File: src/rtl/id_ex_control_stage_pkg.sv
// Shared RV32IM control types: mux selects, ALU/branch ops, the EX control word
// and the mul/div sequencer states.
package id_ex_control_stage_pkg;

  typedef enum logic [6:0] {
    op_lui   = 7'b0110111,
    op_auipc = 7'b0010111,
    op_jal   = 7'b1101111,
    op_jalr  = 7'b1100111,
    op_br    = 7'b1100011,
    op_load  = 7'b0000011,
    op_store = 7'b0100011,
    op_imm   = 7'b0010011,
    op_reg   = 7'b0110011,
    op_csr   = 7'b1110011
  } rv32i_opcode_t;

  typedef enum logic [2:0] {
    alu_add = 3'd0, alu_sll = 3'd1, alu_sra = 3'd2, alu_sub = 3'd3,
    alu_xor = 3'd4, alu_srl = 3'd5, alu_or  = 3'd6, alu_and = 3'd7
  } alu_ops_t;

  typedef enum logic [2:0] {
    beq = 3'd0, bne = 3'd1, blt = 3'd4, bge = 3'd5, bltu = 3'd6, bgeu = 3'd7
  } branch_funct3_t;

  typedef enum logic [2:0] {
    f3_add = 3'd0, f3_sll = 3'd1, f3_slt = 3'd2, f3_sltu = 3'd3,
    f3_xor = 3'd4, f3_sr  = 3'd5, f3_or  = 3'd6, f3_and  = 3'd7
  } arith_funct3_t;

  typedef enum logic [2:0] {
    md_mul = 3'd0, md_mulh = 3'd1, md_mulhsu = 3'd2, md_mulhu = 3'd3,
    md_div = 3'd4, md_divu = 3'd5, md_rem    = 3'd6, md_remu  = 3'd7
  } muldiv_funct3_t;

  typedef enum logic {alu1_rs1_out, alu1_pc_out} alumux1_sel_t;
  typedef enum logic [2:0] {
    alu2_i_imm, alu2_u_imm, alu2_b_imm, alu2_s_imm, alu2_j_imm, alu2_rs2_out
  } alumux2_sel_t;
  typedef enum logic {cmp_rs2_out, cmp_i_imm} cmpmux_sel_t;
  typedef enum logic [3:0] {
    rf_alu_out, rf_br_en, rf_u_imm, rf_lw, rf_pc_plus4,
    rf_lb, rf_lbu, rf_lh, rf_lhu, rf_muldiv
  } regfilemux_sel_t;

  localparam logic [6:0] BASE_FUNCT7 = 7'b0000000;
  localparam logic [6:0] ALT_FUNCT7  = 7'b0100000;
  localparam logic [6:0] M_FUNCT7    = 7'b0000001;

  typedef struct packed {
    rv32i_opcode_t   opcode;
    logic [2:0]      funct3;
    logic [6:0]      funct7;
    alu_ops_t        aluop;
    branch_funct3_t  cmpop;
    alumux1_sel_t    alu_1_MUX_sel;
    alumux2_sel_t    alu_2_MUX_sel;
    cmpmux_sel_t     cmp_MUX_sel;
    regfilemux_sel_t regfile_MUX_sel;
    logic            load_regfile;
    logic            mem_read;
    logic            mem_write;
    logic [4:0]      rs1_id;
    logic [4:0]      rs2_id;
    logic [4:0]      rd_id;
    logic            muldiv;
    logic            illegal;
  } rv32i_control_word_m;

  typedef enum logic [1:0] {IDLE = 2'd0, BUSY = 2'd1, DONE = 2'd2} md_state_t;

endpackage

File: src/rtl/id_ex_control_stage_if.sv
// ID-side inputs and EX-side outputs of the ID/EX control stage.
interface id_ex_control_stage_if;
  import id_ex_control_stage_pkg::*;

  logic                id_valid;
  logic [31:0]         id_instr;
  logic [31:0]         id_pc;
  logic                stall_in;
  logic                flush;
  logic                md_done;
  rv32i_control_word_m ex_ctrl;
  logic [31:0]         ex_pc;
  logic                ex_valid;
  logic                md_start;
  logic [2:0]          md_op;
  logic                md_abort;
  logic                stall_out;

  modport master (
    output id_valid, id_instr, id_pc, stall_in, flush, md_done,
    input  ex_ctrl, ex_pc, ex_valid, md_start, md_op, md_abort, stall_out
  );

  modport slave (
    input  id_valid, id_instr, id_pc, stall_in, flush, md_done,
    output ex_ctrl, ex_pc, ex_valid, md_start, md_op, md_abort, stall_out
  );
endinterface

File: src/rtl/id_ex_control_stage_decoder.sv
// Combinational RV32I(M) decoder: builds the control word, flags illegal
// encodings and squashes writes to x0.
module control_decoder_m
  import id_ex_control_stage_pkg::*;
#(
  parameter int ENABLE_M = 1
) (
  input  logic [31:0]         instr,
  output rv32i_control_word_m ctrl
);

  logic [2:0] funct3;
  logic [6:0] funct7;
  logic       bad;

  assign funct3 = instr[14:12];
  assign funct7 = instr[31:25];

  always_comb begin
    // NOTE: every output gets a default before the case so no path infers a latch.
    ctrl                 = '0;
    bad                  = 1'b0;
    ctrl.opcode          = rv32i_opcode_t'(instr[6:0]);
    ctrl.funct3          = funct3;
    ctrl.funct7          = funct7;
    ctrl.rs1_id          = instr[19:15];
    ctrl.rs2_id          = instr[24:20];
    ctrl.rd_id           = instr[11:7];
    ctrl.aluop           = alu_add;
    ctrl.cmpop           = branch_funct3_t'(funct3);
    ctrl.alu_1_MUX_sel   = alu1_rs1_out;
    ctrl.alu_2_MUX_sel   = alu2_i_imm;
    ctrl.cmp_MUX_sel     = cmp_rs2_out;
    ctrl.regfile_MUX_sel = rf_alu_out;

    case (ctrl.opcode)
      op_lui: begin
        ctrl.load_regfile    = 1'b1;
        ctrl.regfile_MUX_sel = rf_u_imm;
      end
      op_auipc: begin
        ctrl.load_regfile  = 1'b1;
        ctrl.alu_1_MUX_sel = alu1_pc_out;
        ctrl.alu_2_MUX_sel = alu2_u_imm;
      end
      op_jal: begin
        ctrl.load_regfile    = 1'b1;
        ctrl.alu_1_MUX_sel   = alu1_pc_out;
        ctrl.alu_2_MUX_sel   = alu2_j_imm;
        ctrl.regfile_MUX_sel = rf_pc_plus4;
      end
      op_jalr: begin
        ctrl.load_regfile    = 1'b1;
        ctrl.regfile_MUX_sel = rf_pc_plus4;
        bad                  = (funct3 != 3'd0);
      end
      op_br: begin
        ctrl.alu_1_MUX_sel = alu1_pc_out;
        ctrl.alu_2_MUX_sel = alu2_b_imm;
        bad                = (funct3 == 3'd2) || (funct3 == 3'd3);
      end
      op_load: begin
        ctrl.load_regfile = 1'b1;
        ctrl.mem_read     = 1'b1;
        case (funct3)
          3'd0:    ctrl.regfile_MUX_sel = rf_lb;
          3'd1:    ctrl.regfile_MUX_sel = rf_lh;
          3'd2:    ctrl.regfile_MUX_sel = rf_lw;
          3'd4:    ctrl.regfile_MUX_sel = rf_lbu;
          3'd5:    ctrl.regfile_MUX_sel = rf_lhu;
          default: bad = 1'b1;
        endcase
      end
      op_store: begin
        ctrl.mem_write     = 1'b1;
        ctrl.alu_2_MUX_sel = alu2_s_imm;
        bad                = (funct3 > 3'd2);
      end
      op_imm: begin
        ctrl.load_regfile = 1'b1;
        case (arith_funct3_t'(funct3))
          f3_slt: begin
            ctrl.cmpop = blt; ctrl.cmp_MUX_sel = cmp_i_imm; ctrl.regfile_MUX_sel = rf_br_en;
          end
          f3_sltu: begin
            ctrl.cmpop = bltu; ctrl.cmp_MUX_sel = cmp_i_imm; ctrl.regfile_MUX_sel = rf_br_en;
          end
          f3_sll: begin
            ctrl.aluop = alu_sll;
            bad        = (funct7 != BASE_FUNCT7);
          end
          f3_sr: begin
            ctrl.aluop = funct7[5] ? alu_sra : alu_srl;
            bad        = (funct7 != BASE_FUNCT7) && (funct7 != ALT_FUNCT7);
          end
          default: ctrl.aluop = alu_ops_t'(funct3);
        endcase
      end
      op_reg: begin
        ctrl.load_regfile  = 1'b1;
        ctrl.alu_2_MUX_sel = alu2_rs2_out;
        if (funct7 == M_FUNCT7) begin
          if (ENABLE_M != 0) begin
            ctrl.muldiv          = 1'b1;
            ctrl.regfile_MUX_sel = rf_muldiv;
          end else begin
            bad = 1'b1;
          end
        end else if (funct7 == ALT_FUNCT7) begin
          case (arith_funct3_t'(funct3))
            f3_add:  ctrl.aluop = alu_sub;
            f3_sr:   ctrl.aluop = alu_sra;
            default: bad = 1'b1;
          endcase
        end else if (funct7 == BASE_FUNCT7) begin
          case (arith_funct3_t'(funct3))
            f3_slt:  begin ctrl.cmpop = blt;  ctrl.regfile_MUX_sel = rf_br_en; end
            f3_sltu: begin ctrl.cmpop = bltu; ctrl.regfile_MUX_sel = rf_br_en; end
            f3_sr:   ctrl.aluop = alu_srl;
            default: ctrl.aluop = alu_ops_t'(funct3);
          endcase
        end else begin
          bad = 1'b1;
        end
      end
      default: bad = 1'b1;
    endcase

    // An illegal encoding must not touch architectural state downstream.
    if (bad) begin
      ctrl.illegal      = 1'b1;
      ctrl.load_regfile = 1'b0;
      ctrl.mem_read     = 1'b0;
      ctrl.mem_write    = 1'b0;
      ctrl.muldiv       = 1'b0;
    end
    if (ctrl.rd_id == 5'd0) ctrl.load_regfile = 1'b0;
  end

endmodule

File: src/rtl/id_ex_control_stage.sv
// ID/EX pipeline register with stall/flush, plus the mul/div launch sequencer
// that holds the front end while a mul/div op is in flight.
module id_ex_control_stage
  import id_ex_control_stage_pkg::*;
#(
  parameter int ENABLE_M     = 1,
  parameter int MD_FIXED_LAT = 0
) (
  input logic                  clk,
  input logic                  rst,
  id_ex_control_stage_if.slave bus
);

  localparam int CNT_W = (MD_FIXED_LAT > 0) ? $clog2(MD_FIXED_LAT + 1) : 1;
  localparam logic [CNT_W-1:0] CNT_LAST = CNT_W'((MD_FIXED_LAT > 0) ? MD_FIXED_LAT - 1 : 0);

  rv32i_control_word_m dec_ctrl;
  md_state_t           state_q, state_d;
  logic [CNT_W-1:0]    cnt_q, cnt_d;
  logic                advance;
  logic                complete;

  control_decoder_m #(.ENABLE_M(ENABLE_M)) u_decoder (
    .instr (bus.id_instr),
    .ctrl  (dec_ctrl)
  );

  assign advance = !bus.stall_in && !bus.stall_out;

  // NOTE: sequential state uses non-blocking assignments so every flop samples pre-edge values.
  always_ff @(posedge clk) begin
    if (rst) begin
      bus.ex_valid <= 1'b0;
      bus.ex_ctrl  <= '0;
      bus.ex_pc    <= '0;
    end else if (bus.flush) begin
      bus.ex_valid             <= 1'b0;
      bus.ex_ctrl.load_regfile <= 1'b0;
      bus.ex_ctrl.mem_read     <= 1'b0;
      bus.ex_ctrl.mem_write    <= 1'b0;
      bus.ex_ctrl.muldiv       <= 1'b0;
    end else if (advance) begin
      bus.ex_valid <= bus.id_valid;
      bus.ex_ctrl  <= dec_ctrl;
      bus.ex_pc    <= bus.id_pc;
    end
  end

  always_ff @(posedge clk) begin
    if (rst) begin
      state_q <= IDLE;
      cnt_q   <= '0;
    end else begin
      state_q <= state_d;
      cnt_q   <= cnt_d;
    end
  end

  // Fixed-latency mode ignores md_done entirely.
  if (MD_FIXED_LAT == 0) begin : g_handshake
    assign complete = (state_q == BUSY) && bus.md_done;
  end else begin : g_fixed
    assign complete = (state_q == BUSY) && (cnt_q == CNT_LAST);
  end

  assign bus.md_start  = (state_q == IDLE) && bus.ex_valid && bus.ex_ctrl.muldiv && !bus.flush;
  assign bus.stall_out = (bus.md_start || ((state_q == BUSY) && !complete)) && !bus.flush;
  assign bus.md_abort  = (state_q == BUSY) && bus.flush && !rst;
  assign bus.md_op     = bus.ex_ctrl.funct3;

  always_comb begin
    state_d = state_q;
    cnt_d   = cnt_q;
    case (state_q)
      IDLE: begin
        if (bus.md_start) begin
          state_d = BUSY;
          cnt_d   = '0;
        end
      end
      BUSY: begin
        if (bus.flush) begin
          state_d = IDLE;
          cnt_d   = '0;
        end else if (complete) begin
          // DONE parks a finished op that is still held in EX by stall_in.
          state_d = advance ? IDLE : DONE;
          cnt_d   = '0;
        end else if (MD_FIXED_LAT > 0) begin
          cnt_d = cnt_q + CNT_W'(1);
        end
      end
      DONE: begin
        if (bus.flush || advance) state_d = IDLE;
      end
      default: state_d = IDLE;
    endcase
  end

endmodule

File: src/flat_wrapper.sv
// flat-port wrapper written by rule: the top's interface ports become plain ports
module id_ex_control_stage_flat import id_ex_control_stage_pkg::*;
#(
  parameter int ENABLE_M     = 1,
  parameter int MD_FIXED_LAT = 0
)
  (clk, rst, bus_id_valid, bus_id_instr, bus_id_pc, bus_stall_in, bus_flush, bus_md_done, bus_ex_ctrl, bus_ex_pc, bus_ex_valid, bus_md_start, bus_md_op, bus_md_abort, bus_stall_out);
  id_ex_control_stage_if bus_i ();
  input logic clk;
  input logic rst;
  input wire logic [$bits(bus_i.id_valid)-1:0] bus_id_valid;
  input wire logic [$bits(bus_i.id_instr)-1:0] bus_id_instr;
  input wire logic [$bits(bus_i.id_pc)-1:0] bus_id_pc;
  input wire logic [$bits(bus_i.stall_in)-1:0] bus_stall_in;
  input wire logic [$bits(bus_i.flush)-1:0] bus_flush;
  input wire logic [$bits(bus_i.md_done)-1:0] bus_md_done;
  output wire logic [$bits(bus_i.ex_ctrl)-1:0] bus_ex_ctrl;
  output wire logic [$bits(bus_i.ex_pc)-1:0] bus_ex_pc;
  output wire logic [$bits(bus_i.ex_valid)-1:0] bus_ex_valid;
  output wire logic [$bits(bus_i.md_start)-1:0] bus_md_start;
  output wire logic [$bits(bus_i.md_op)-1:0] bus_md_op;
  output wire logic [$bits(bus_i.md_abort)-1:0] bus_md_abort;
  output wire logic [$bits(bus_i.stall_out)-1:0] bus_stall_out;
  assign bus_i.id_valid = bus_id_valid;
  assign bus_i.id_instr = bus_id_instr;
  assign bus_i.id_pc = bus_id_pc;
  assign bus_i.stall_in = bus_stall_in;
  assign bus_i.flush = bus_flush;
  assign bus_i.md_done = bus_md_done;
  assign bus_ex_ctrl = bus_i.ex_ctrl;
  assign bus_ex_pc = bus_i.ex_pc;
  assign bus_ex_valid = bus_i.ex_valid;
  assign bus_md_start = bus_i.md_start;
  assign bus_md_op = bus_i.md_op;
  assign bus_md_abort = bus_i.md_abort;
  assign bus_stall_out = bus_i.stall_out;
  id_ex_control_stage #(.ENABLE_M(ENABLE_M), .MD_FIXED_LAT(MD_FIXED_LAT)) u_core (.clk(clk), .rst(rst), .bus(bus_i));
endmodule
File: config.mk
export PLATFORM = sky130hd
export DESIGN_NAME = id_ex_control_stage_flat
export DESIGN_NICKNAME = d
export VERILOG_FILES = /design/src/rtl/id_ex_control_stage_pkg.sv /design/src/rtl/id_ex_control_stage_if.sv /design/src/rtl/id_ex_control_stage_decoder.sv /design/src/rtl/id_ex_control_stage.sv /design/src/flat_wrapper.sv
export SDC_FILE = /design/constraint.sdc
export NUM_CORES = 1
export LEC_CHECK = 0
export ABC_CLOCK_PERIOD_IN_PS = 2500
export CELL_PAD_IN_SITES_DETAIL_PLACEMENT = 1
export CELL_PAD_IN_SITES_GLOBAL_PLACEMENT = 2
export CORE_MARGIN = 2
export CORE_UTILIZATION = 33
export CTS_CLUSTER_SIZE = 40
export DETAILED_ROUTE_END_ITERATION = 8
export DONT_BUFFER_PORTS = 1
export GPL_ROUTABILITY_DRIVEN = 0
export GPL_TIMING_DRIVEN = 0
export PLACE_DENSITY_LB_ADDON = 0.2
export RECOVER_POWER = 100
export SYNTH_ARGS = -nofsm -noshare
export SYNTH_HDL_FRONTEND = slang
export SYNTH_SLANG_ARGS = --single-unit
File: constraint.sdc
create_clock -name clk -period 2.5 [get_ports clk]
set_clock_uncertainty 0.2 [all_clocks]
set_input_delay 0.5 -clock clk [delete_from_list [all_inputs] [get_ports clk]]
set_output_delay 0.5 -clock clk [all_outputs]
set_load 0.03 [all_outputs]
# Word-level counts from Yosys, hierarchy flattened
# Index checks and enable logic that the tools add are counted.
totals:
  register_bits: 87
  out_inout_bits: 91
  inputBits: 70
  word_cells: 119
op_classes:
  n_lt_le_gt_ge: 1
  bitwise_logic: 1
  eq_ne: 22
  n_mux: 41
  n_reduce_logical: 34
ops:
  columns: ["op", "count"]
  rows:
  - ["case mux 4 bit (5 select lines)", 2]
  - ["equality test 7 x 6 -> 1 bit (second input constant)", 4]
  - ["equality test 7 bit (second input constant)", 3]
  - ["2-to-1 mux 1 bit", 16]
  - ["case mux 3 bit (5 select lines)", 1]
  - ["equality test 7 x 5 -> 1 bit (second input constant)", 2]
  - ["2-to-1 mux 2 bit", 6]
  - ["2-to-1 mux 3 bit", 4]
  - ["2-to-1 mux 6 bit", 2]
  - ["case mux 3 bit (2 select lines)", 2]
  - ["case mux 6 bit (2 select lines)", 1]
  - ["logical AND 1 bit", 10]
  - ["case mux 3 bit (3 select lines)", 1]
  - ["OR reduction 2 bit", 4]
  - ["equality test 7 x 1 -> 1 bit (second input constant)", 1]
  - ["equality test 7 x 2 -> 1 bit (second input constant)", 1]
  - ["zero test 7 bit", 1]
  - ["!= test 7 x 6 -> 1 bit (second input constant)", 1]
  - ["case mux 1 bit (7 select lines)", 1]
  - ["nonzero test 7 bit", 1]
  - ["OR reduction 7 bit", 1]
  - ["equality test 3 x 2 -> 1 bit (second input constant)", 2]
  - ["equality test 3 bit (second input constant)", 2]
  - ["case mux 2 bit (3 select lines)", 1]
  - ["21 further kinds", 29]

# Longest topological paths before layout
# Gate-level depths: netlist (run 1).
depth:
  word_depth: 12
  ltp_mapped: 7
  ltp_nobuf: 5

# Hierarchy
# Synthesis (run 1) repeated with hierarchy kept, for this count alone.
unflattened:
  hier_cells: 526
  hier_area_um2: 4849.7
modules_own_cells:
  columns: ["mod", "cells_each", "instances", "seq_area_each_um2", "area_each_um2"]
  rows:
  - ["id_ex_control_stage", 390, 1, 1741.7, 3956.3]
  - ["control_decoder_m", 136, 1, 0.0, 893.4]

# Worst setup path before layout (run 1)
# Ideal clock, no wire load.
synth_timing:
  kind: "input -> output"
  startpoint: "input port bus_flush"
  endpoint: "output port bus_md_abort"
  arrival_ns: 1.688
  required_ns: 1.800
  slack_ns: 0.112
  n_path_buf: 1
  path_stages: 2
  cell_sequence: "buf_2 > nor4bb_1"
synth_between:
  elab_chain_cells: 2
synth_rtl:
  columns: ["element", "line_no", "rtl"]
  rows:
  - ["start, declared", "flat_wrapper.sv:15", "input wire logic [$bits(bus_i.flush)-1:0] bus_flush;"]
  - ["logical AND 1 bit (2 in a row)", "id_ex_control_stage.sv:68", "assign bus.md_abort = (state_q == BUSY) && bus.flush && !rst;"]
  - ["end, declared", "flat_wrapper.sv:22", "output wire logic [$bits(bus_i.md_abort)-1:0] bus_md_abort;"]
# No other way between the ends.

# Final worst setup path (run 1)
layout_timing:
  startpoint: "register u_core.bus.ex_ctrl[1] (netlist name)"
  endpoint: "output port bus_stall_out"
layout_between:
  elab_chain_cells: 4
layout_rtl:
  columns: ["element", "line_no", "rtl"]
  rows:
  - ["logical AND 1 bit (2 in a row)", "id_ex_control_stage.sv:66", "assign bus.md_start = (state_q == IDLE) && bus.ex_valid && bus.ex_ctrl.muldiv && !bus.flush;"]
  - ["logical OR 1 bit", "id_ex_control_stage.sv:67", "assign bus.stall_out = (bus.md_start || ((state_q == BUSY) && !complete)) && !bus.flush;"]
  - ["logical AND 1 bit", "id_ex_control_stage.sv:67", null]
  - ["end, declared", "flat_wrapper.sv:23", "output wire logic [$bits(bus_i.stall_out)-1:0] bus_stall_out;"]
# No other way between the ends.

==> metrics, run 1 <==
CTS Sinks=87; hold path depth=2; register area share after synthesis=47.79%; combinational cell fraction of total power=9.2%; setup ws final=151.6 ps; Critical Path AT=~1700 ps; Fmax=about 430 MHz; crit-path cells=nand3b_1 > a211oi_4; Final TNS setup=0 ps; Hold WC Path Type=input pin to flop; final hold vios=0; Crit-path slowest cell=a211oi_4; DRT Wirelength=12010 µm; HP Start=bus_id_pc[16]; Sw Ratio=30.59%; initial antenna violation count=0; final net count=550; Skew-Pair Late Insertion Delay=360 ps; largest net degree at the start of global routing=16; FF-to-FF path depth=7; top_reg_cell synth=dfxtp_1; DRC=0; EDFF count, synth=0; I/O pin count=between 150 and 200; critical path capture point type=primary output; synth top area cells=dfxtp_1 48%, nand2_1 15%, a21oi_1 11%, clkbuf_1 2.6%, nor2_1 1.6%; Max VDD drop=0.3956 mV; Pwr Density=716.4 nW/µm²; DRT Pass-1 Iters=4; root buffer cell=clkbuf_8; Global Route Usage Sum=between 20 and 25%; CP top delay family=compound AO/OA/AOI/OAI gates; Synth Register Bits=slightly below 90; Layout fillers=1317; Final setup viols=0; Place WS=-40.58 ps; net count after synthesis=538; Clk pwr share=35.1%; Static Leak=between 1 and 1.5 nW; core area=10790 µm²; Worst Path Buf+Inv=0; # rows=38; via count=3354; r2r setup slk=around 190 ps; Seq pwr share=between 50% and 60%; DR WL/cell=19.22 µm; final critical-path share of the clock period=93.93%; Initial Utilization=33.77%; Worst EP required=1800 ps; share of the synthesized area in the top cell type=47.79%; crit path kind=flop to primary output; Rel. slew slack=between 40 and 50%; Cells after Synth=468; actual slew at the worst max-slew pin=792.7 ps; maxcap violations=0; Die Wd=between 100 and 150 µm; remaining global-route overflow=0; first-pass GRT wire length=between 15000 and 20000 µm; P_sw=0.0008966 W; Min Hold Slack=50.36 ps; vias in the first global route=around 3400; Syn Std Cell Area=3645 µm²; die height=109.1 µm; Power Internal=0.002035 W; hold endpoint=u_core.bus.ex_pc[16]; H-tree levels=3; Syn Area/Cell=around 7.8 µm²; Async S/R FF share, synth=0%; Cell variety after synth=57; Die Footprint=11900 µm²; Buffers on Ports=0; Max Buffers Root-to-Sink=2; CTS tree=done; most common cell in the netlist=nand2_1; top cell type by total area after synthesis=dfxtp_1; area grow syn2layout=12.26%; post-layout min period=2348 ps; post-route ant nets=0; Yosys Warn Count=0; layout cells sized above 1=between 10 and 15%; final instance area=about 4100 µm²; CP max FO=4; drt via density=5.366; Final Max Slew Viols=0; Reg clk slew, reported paths=90 ps; top post-synthesis cells by count=145 x nand2_1, 87 x dfxtp_1, 77 x a21oi_1, 25 x clkbuf_1, 16 x nor2_1; CTS buffer count=9; CP Launch Type=flop; reg2reg start=u_core.state_q[0]; outcome=finished clean; Placed Area=between 3000 and 4000 µm²; RR Endpoint=u_core.bus.ex_ctrl[8]; # diodes=0; CP max stage delay=approximately 550 ps; Detailed Place HPWL=8985 µm; Initial DRC Count=192
[metrics by stage]
stage | total power [W] | instances | util, %
6_report | 0.002931 | 625 | 37.91
5_1_grt | 0.003069 | 625 | 37.91
4_1_cts | 0.002974 | 624 | 37.61
3_5_place_dp | 0.001937 | 608 | 35.39
3_3_place_gp | 0.001923 | 608 | 35.39
2_1_floorplan | 0.001848 | 468 | -
[layout by cell type (no fill, tap or decap), types with 2 or more instances in the layout]
master    Yosys  layout
nor3_2        2       3
mux2i_1       2       2
dfxtp_2       0       2
a311oi_1      3       3
dfxtp_1      87      85
a31oi_4       0       2
buf_4         3       4
nor2_1       16      16
and4_1        2       2
nand4_1       7       7
buf_2        10      10
and3_1        2       2
clkinv_4      0       2
nor3_1        9       8
o21ai_0      10      10
a21oi_1      77      77
nand3_1       6       6
a31oi_1       3       2
nand2_1     145     145
clkbuf_2      0       2
xnor2_1       2       2
o31ai_1       2       2
clkbuf_8      0      10
nand3b_1      3       3
a22oi_1       3       3
a21o_1        2       2
inv_1         5       5
or3_1         3       3
or4_1         2       2
clkbuf_1     25      23
a211oi_1      3       2
nor2b_1       3       3
[kinds of logic (layout without fill, tap and decap cells)]
logic type                Yosys count  count (layout)  share of synthesized area [%]
AOI/OAI and AO/OA                 118             118                          19.02
xor gates and xnor gates            3               3                         0.7210
buffers and inverters              45              62                          5.493
DFF                                87              87                          47.79
muxes                               2               2                         0.5493
and+or+nand+nor                   213             213                          26.43
[sequential cells by signal, indices dropped and copies added (netlist names)]
name                 cells
u_core.state_q           2
u_core.bus.ex_pc        32
u_core.bus.ex_ctrl      49
u_core.bus.ex_valid      1
u_core.bus.md_op         3
[worst max path at each step]
stage / startpoint / endpoint / depth (start not counted)
5_1_grt: u_core.state_q[0] / u_core.bus.ex_ctrl[8] / 7
2_1_floorplan: bus_flush / bus_md_abort / 2
6_report: u_core.bus.ex_ctrl[1] / bus_stall_out / 2
4_1_cts: u_core.bus.ex_ctrl[1] / u_core.bus.ex_ctrl[8] / 6
3_5_place_dp: u_core.bus.ex_ctrl[1] / u_core.bus.ex_ctrl[1] / 5
3_3_place_gp: u_core.bus.ex_ctrl[1] / u_core.bus.ex_ctrl[1] / 5
[worst register-to-register path: cells and delay by family, from the launching register on]
| family | cells | cell delay (ps) |
|---|---|---|
| AOI/OAI and AO/OA | 2 | 300 |
| buffers and inverters | 2 | 590 |
| DFF | 1 | 400 |
| and+or+nand+nor | 3 | 760 |
[routing by layer]
layer | GRT usage (%) | vias up | routed length, µm
li1 | - | 1620 | -
met1 | 24.36 | 1591 | 4936
met2 | 33.27 | 130 | 5754
met3 | 5.918 | 13 | 1124
met4 | 7.601 | 0 | 197
met5 | 0 | - | 0
[cell type report]
class                   instances  area [µm²]  share of cell area [%]
flip-flops and latches         87        1744                   42.63
well taps                     140       175.2                   4.281
inverters                       5       18.77                  0.4587
multi-input cells             336        1755                   42.91
plain buffers                  40       183.9                   4.495
clock buffers                  10       137.6                   3.364
clock inverters                 6       68.82                   1.682
repair buffers                  1       7.507                  0.1835
[power groups by stage]
stage | sequential (W) | combinational (W) | clock [W]
6_report | 0.00163 | 0.000269 | 0.00103
3_3_place_gp | 0.00166 | 0.000258 | 0
4_1_cts | 0.00163 | 0.000272 | 0.00107
2_1_floorplan | 0.00165 | 0.000199 | 0
3_5_place_dp | 0.00167 | 0.000269 | 0
5_1_grt | 0.00164 | 0.000307 | 0.00112
[what timing repair did]
action | in CTS | in global routing
gates resized for setup | 7 | 5
setup buffers | 0 | 1
pin swaps | 0 | 2
hold buffers | 0 | 0
endpoints found under the setup margin | 33 | 70
endpoints found under the hold margin | 0 | 0
Note: power is estimated with default switching activity, not from simulation.
==> run 2, diff against run 1 <==
--- a/config.mk
+++ b/config.mk
@@ -9,4 +9,5 @@
 export CELL_PAD_IN_SITES_DETAIL_PLACEMENT = 1
 export CELL_PAD_IN_SITES_GLOBAL_PLACEMENT = 2
+export CORE_ASPECT_RATIO = 0.75
 export CORE_MARGIN = 2
 export CORE_UTILIZATION = 33
==> constraint.sdc (replaced) <==
create_clock -name clk -period 2.5 [get_ports clk]
set_clock_uncertainty 0.2 [all_clocks]
set_input_delay 0.5 -clock clk [delete_from_list [all_inputs] [get_ports clk]]
set_output_delay 0.5 -clock clk [all_outputs]
set_load 0.05 [all_outputs]
==> metrics, run 2 (synthesis results as in run 1) <==
Die Footprint=11910 µm² (was 11900 µm²); Critical Path AT=1760 ps (was 1650 ps); Cells after DPL=608 (unchanged); CP max FO=4 (unchanged); I/O pin count=161 (unchanged); Die Wd=125.4 µm (was 109.1 µm); vias in the first global route=3235 (was 3394); Pwr Total=0.003349 W (was 0.002931 W); largest net degree at the start of global routing=16 (unchanged); Global Route Usage Sum=19.41% (was 20.03%); Reg clk slew, reported paths=60 ps (was 90 ps); critical path capture point type=primary output (unchanged); area grow syn2layout=14.18% (was 12.26%); final hold vios=0 (unchanged); Final TNS setup=0 ps (unchanged); DRT Wirelength=11710 µm (was 12010 µm); root buffer cell=clkbuf_16 (was clkbuf_8); # rows=33 (was 38); most frequent cells in the layout=145 x nand2_1, 85 x dfxtp_1, 77 x a21oi_1 (unchanged); actual slew at the worst max-slew pin=730.8 ps (was 792.7 ps); first-pass GRT wire length=17950 µm (was 18020 µm); crit-path cells=nand3b_1 > a211oi_4 (unchanged); Hold WC Path Type=input pin to flop (unchanged); Initial DRC Count=175 (was 192); number of setup buffers added after CTS=0 (unchanged); drt via density=5.308 (was 5.366); Initial Utilization=33.56% (was 33.77%); crit path kind=flop to primary output (unchanged); final net count=549 (was 550); layout cells sized above 1=9.504% (was 10.10%); Biggest register=u_core.bus.ex_ctrl (unchanged); DRT Pass-1 Iters=4 (unchanged); final critical-path share of the clock period=98.57% (was 93.93%); Skew-Pair Late Insertion Delay=340 ps (was 360 ps); core area=10860 µm² (was 10790 µm²); setup ws final=35.68 ps (was 151.6 ps); Place WS=-247.2 ps (was -40.58 ps); Pwr Density=804.8 nW/µm² (was 716.4 nW/µm²); CTS Sinks=87 (unchanged); Buffers on Ports=0 (unchanged); CTS buffer count=9 (unchanged); Max Buffers Root-to-Sink=2 (unchanged); post-route ant nets=0 (unchanged); # diodes=0 (unchanged); Final setup viols=0 (unchanged); post-layout min period=2464 ps (was 2348 ps); initial antenna violation count=0 (unchanged); Crit-path slowest cell=a211oi_4 (unchanged); commonest non-fill, non-tap cell in the layout=nand2_1 (unchanged); RSZ-0062 raised after global routing=true; Worst EP required=1800 ps (about the same); remaining global-route overflow=0 (unchanged); DRC=0 (unchanged); CP Launch Type=flop (unchanged); Detailed Place HPWL=8791 µm (was 8985 µm); Final Max Slew Viols=0 (unchanged); CP max stage delay=690 ps (was 550 ps); outcome=finished clean (unchanged); maxcap violations=0 (unchanged); H-tree levels=3 (unchanged); Largest register FFs=49 (unchanged); Max VDD drop=0.3414 mV (was 0.3956 mV); Rel. slew slack=51.21% (was 46.39%); Fmax=405.8 MHz (was 425.8 MHz); die height=95.02 µm (was 109.1 µm); DR WL/cell=18.76 µm (was 19.22 µm); non-filler instance count after layout=624 (was 625); Post-CTS Hold Buffers=0 (unchanged); CTS tree=done (unchanged); Static Leak=1.440 nW (was 1.417 nW); via count=3312 (was 3354)
-- run 2: changes by cell type in the layout (fill, tap and decap cells not counted), sizes merged --
| cell | change |
|---|---|
| buf | -11 |
| clkbuf | +10 |
| clkinv | -2 |
| clkinvlp | +1 |
| inv | +1 |
-- run 2: area by class of cell --
| class | count | area (µm²) |
|---|---|---|
| fill | 1335 | 6698 |
| clock buffer | 10 | 229.0 |
| multi-input combinational | 336 | 1753 |
| clock inverter | 6 | 67.56 |
| tap | 140 | 175.2 |
| inverter | 5 | 18.77 |
| buffer | 40 | 168.9 |
| sequential | 87 | 1749 |
-- run 2: per-stage QoR --
step	hold WS, ps	utilization, %	cell area [µm²]
finish	88.39	38.32	4161
global placement	437.8	35.33	3836
global route	78.24	38.32	4161
floorplan	405.1	-	3661
detailed placement	443.6	35.33	3836
CTS	74.18	38.41	4172
-- run 2: final timing paths --
kind	startpoint	end	slack [ps]	depth (start not counted)
worst max-delay path	u_core.bus.ex_ctrl[1]	bus_stall_out	40	2
worst min-delay path	bus_id_instr[27]	u_core.bus.ex_ctrl[37]	90	2
worst max register to register	u_core.bus.ex_ctrl[1]	u_core.bus.ex_ctrl[9]	140	6
worst min register to register	u_core.bus.ex_ctrl[1]	u_core.bus.ex_ctrl[1]	440	2
-- run 2: where the power goes --
group	internal, W	leakage, nW	switching (W)
logic	0.0000845	0.587	0.000186
clock network	0.000780	0.139	0.000567
registers	0.00145	0.713	0.000279
total	0.00232	1.44	0.00103
-- run 2: critical path, delay by kind of cell (launching register included) --
kind | cells | cell delay (ps)
AOI/OAI and AO/OA | 1 | 690
DFF | 1 | 450
and+or+nand+nor | 1 | 280
-- run 2: layer usage --
layer | track usage (%) | up-vias | routed length, µm
li1 | - | 1616 | -
met1 | 26.49 | 1559 | 5387
met2 | 28.53 | 127 | 5047
met3 | 7.576 | 10 | 1155
met4 | 5.556 | 0 | 117
met5 | 0 | - | 0
-- run 2: timing repair --
item                                    in CTS  in global routing
pin swaps                                    2                  2
resized for setup                           10                  5
cloned                                       0                  0
endpoints found under the setup margin      75                 53
==> run 3, diff against run 2 <==
- ABC_CLOCK_PERIOD_IN_PS: 2500 -> 2660
- GPL_ROUTABILITY_DRIVEN: 0 -> unset
- clock period: 2.5 -> 2.66 ns (I/O delays scaled with it)
==> metrics, run 3 (synthesis results as in run 1) <==
actual slew at the worst max-slew pin=1225 ps (was 730.8 ps); final hold vios=0 (unchanged); # rows=33 (unchanged); root buffer cell=clkbuf_16 (unchanged); Initial DRC Count=179 (was 175); most frequent cells in the layout=145 x nand2_1, 85 x dfxtp_1, 77 x a21oi_1 (unchanged); die height=95.02 µm (unchanged); Largest register FFs=49 (unchanged); setup ws final=48.98 ps (was 35.68 ps); Buffers on Ports=0 (unchanged); Hold WC Path Type=input pin to flop (unchanged); Die Wd=125.4 µm (unchanged); I/O pin count=161 (unchanged); post-layout min period=2611 ps; FF-to-FF path depth=6 (unchanged); CTS tree=done (unchanged); Max Buffers Root-to-Sink=2 (unchanged); largest net degree at the start of global routing=16 (unchanged); CP Launch Type=flop (unchanged); drt via density=5.316 (was 5.308); Max VDD drop=0.3209 mV (was 0.3414 mV); remaining global-route overflow=0 (unchanged); commonest non-fill, non-tap cell in the layout=nand2_1 (unchanged); non-filler instance count after layout=624 (unchanged); Static Leak=1.425 nW (was 1.440 nW); Reg clk slew, reported paths=60 ps (about the same); maxcap violations=0 (unchanged); r2r setup slk=160 ps (was 140 ps); crit path kind=flop to primary output (unchanged); # diodes=0 (unchanged); Skew-Pair Late Insertion Delay=340 ps (about the same); outcome=finished clean (unchanged); DR WL/cell=18.78 µm (was 18.76 µm); final critical-path share of the clock period=98.16%; Global Route Usage Sum=19.39% (was 19.41%); DRT Wirelength=11720 µm (was 11710 µm); Critical Path AT=1880 ps (was 1760 ps); Final setup viols=0 (unchanged); critical path capture point type=primary output (unchanged); H-tree levels=3 (unchanged); layout cells sized above 1=8.264% (was 9.504%); area grow syn2layout=13.53% (was 14.18%); Reg area=1744 µm² (was 1749 µm²); Die Footprint=11910 µm² (unchanged); initial antenna violation count=0 (unchanged); HP Start=bus_id_instr[27] (unchanged); RSZ-0062 raised after global routing=true (unchanged); Place WS=-87.22 ps (was -247.2 ps); Detailed Place HPWL=8791 µm (unchanged); Pwr Density=761.5 nW/µm² (was 804.8 nW/µm²); CTS Sinks=87 (unchanged); CP Capture Point=bus_md_start (was bus_stall_out); DRT Pass-1 Iters=4 (unchanged); Rel. slew slack=17.14% (was 51.21%); Layout fillers=1337 (was 1335); Pwr Total=0.003151 W (was 0.003349 W); DRC=0 (unchanged); vias in the first global route=3236 (was 3235); Final TNS setup=0 ps (unchanged); Final Max Slew Viols=0 (unchanged); Fmax=383.0 MHz; final net count=549 (unchanged); crit path from=u_core.bus.ex_ctrl[1] (unchanged); post-route ant nets=0 (unchanged); first-pass GRT wire length=17930 µm (was 17950 µm); RR Endpoint=u_core.bus.ex_ctrl[9] (unchanged); Initial Utilization=33.56% (unchanged); core area=10860 µm² (unchanged); gpl congestion=0.8461; Worst EP required=1930 ps (was 1800 ps); via count=3317 (was 3312); footprint of the multi-input gates=1742 µm² (was 1753 µm²); reg2reg start=u_core.bus.ex_ctrl[1] (unchanged); Post-CTS Hold Buffers=0 (unchanged); Biggest register=u_core.bus.ex_ctrl (unchanged); CP max FO=4 (unchanged); CTS buffer count=9 (unchanged); Cells after DPL=608 (unchanged)
[run 3: cell types whose count changed in the layout (fill, tap and decap cells not counted)]
cell and delta:
a31oi_2 -1, nor2_2 +1, dfxtp_2 +2, nor3_4 -1, nor4bb_4 -1, a31oi_4 +1
nor3_2 +1, clkbuf_1 +6, dfxtp_4 -2, clkbuf_2 -5, nor2_4 -1, nor4bb_2 +1
buf_2 -1
[run 3: layout make-up]
type | count | area share (%)
clock buffer | 10 | 5.534
multi-input combinational | 336 | 42.09
tap | 140 | 4.233
buffer | 40 | 3.901
inverter | 5 | 0.4536
sequential | 87 | 42.15
clock inverter | 6 | 1.633
[run 3: how the worst min path moves through the flow]
stage                                   to  depth (start not counted)  slack (ps)
finish              u_core.bus.ex_ctrl[37]                          2         120
global route          u_core.bus.ex_pc[14]                          2         110
CTS                   u_core.bus.ex_pc[31]                          2         110
detailed placement       u_core.state_q[1]                          2         460
global placement         u_core.state_q[1]                          2         460
floorplan                u_core.state_q[1]                          2         410
[run 3: stage by stage]
| stage | utilization, % | instance area, µm² | hold slack [ps] |
|---|---|---|---|
| 6_report | 38.10 | 4138 | 117.5 |
| 2_1_floorplan | - | 3661 | 405.1 |
| 4_1_cts | 38.29 | 4158 | 106.2 |
| 5_1_grt | 38.10 | 4138 | 110.2 |
| 3_5_place_dp | 35.33 | 3836 | 460.8 |
| 3_3_place_gp | 35.33 | 3836 | 455.8 |
[run 3: repair_timing]
| item | 4_1_cts | 5_1_grt |
|---|---|---|
| setup buffers | 0 | 0 |
| resized for setup | 5 | 0 |
| endpoints found under the setup margin | 53 | 1 |
| hold endpoints to repair | 0 | 0 |
| gates cloned | 0 | 0 |
[run 3: worst max-delay path, stage by stage, from the launching register on]
cell      delay [ps]
dfxtp_2          510
nand3b_1         310
nor3_2           710
[run 3: report_power, final]
part	switching [W]	internal, W	total [W]
logic	0.000175	0.0000779	0.000253
clock network	0.000536	0.000733	0.00127
registers	0.000263	0.00137	0.00163
total	0.000974	0.00218	0.00315
[run 3: routing by layer]
layer | track usage [%] | vias to the layer above | routed length (µm)
met3 | 7.520 | 14 | 1180
met1 | 26.48 | 1552 | 5423
met5 | 0 | - | 0
met4 | 5.556 | 0 | 146
met2 | 28.53 | 132 | 4969
li1 | - | 1619 | -
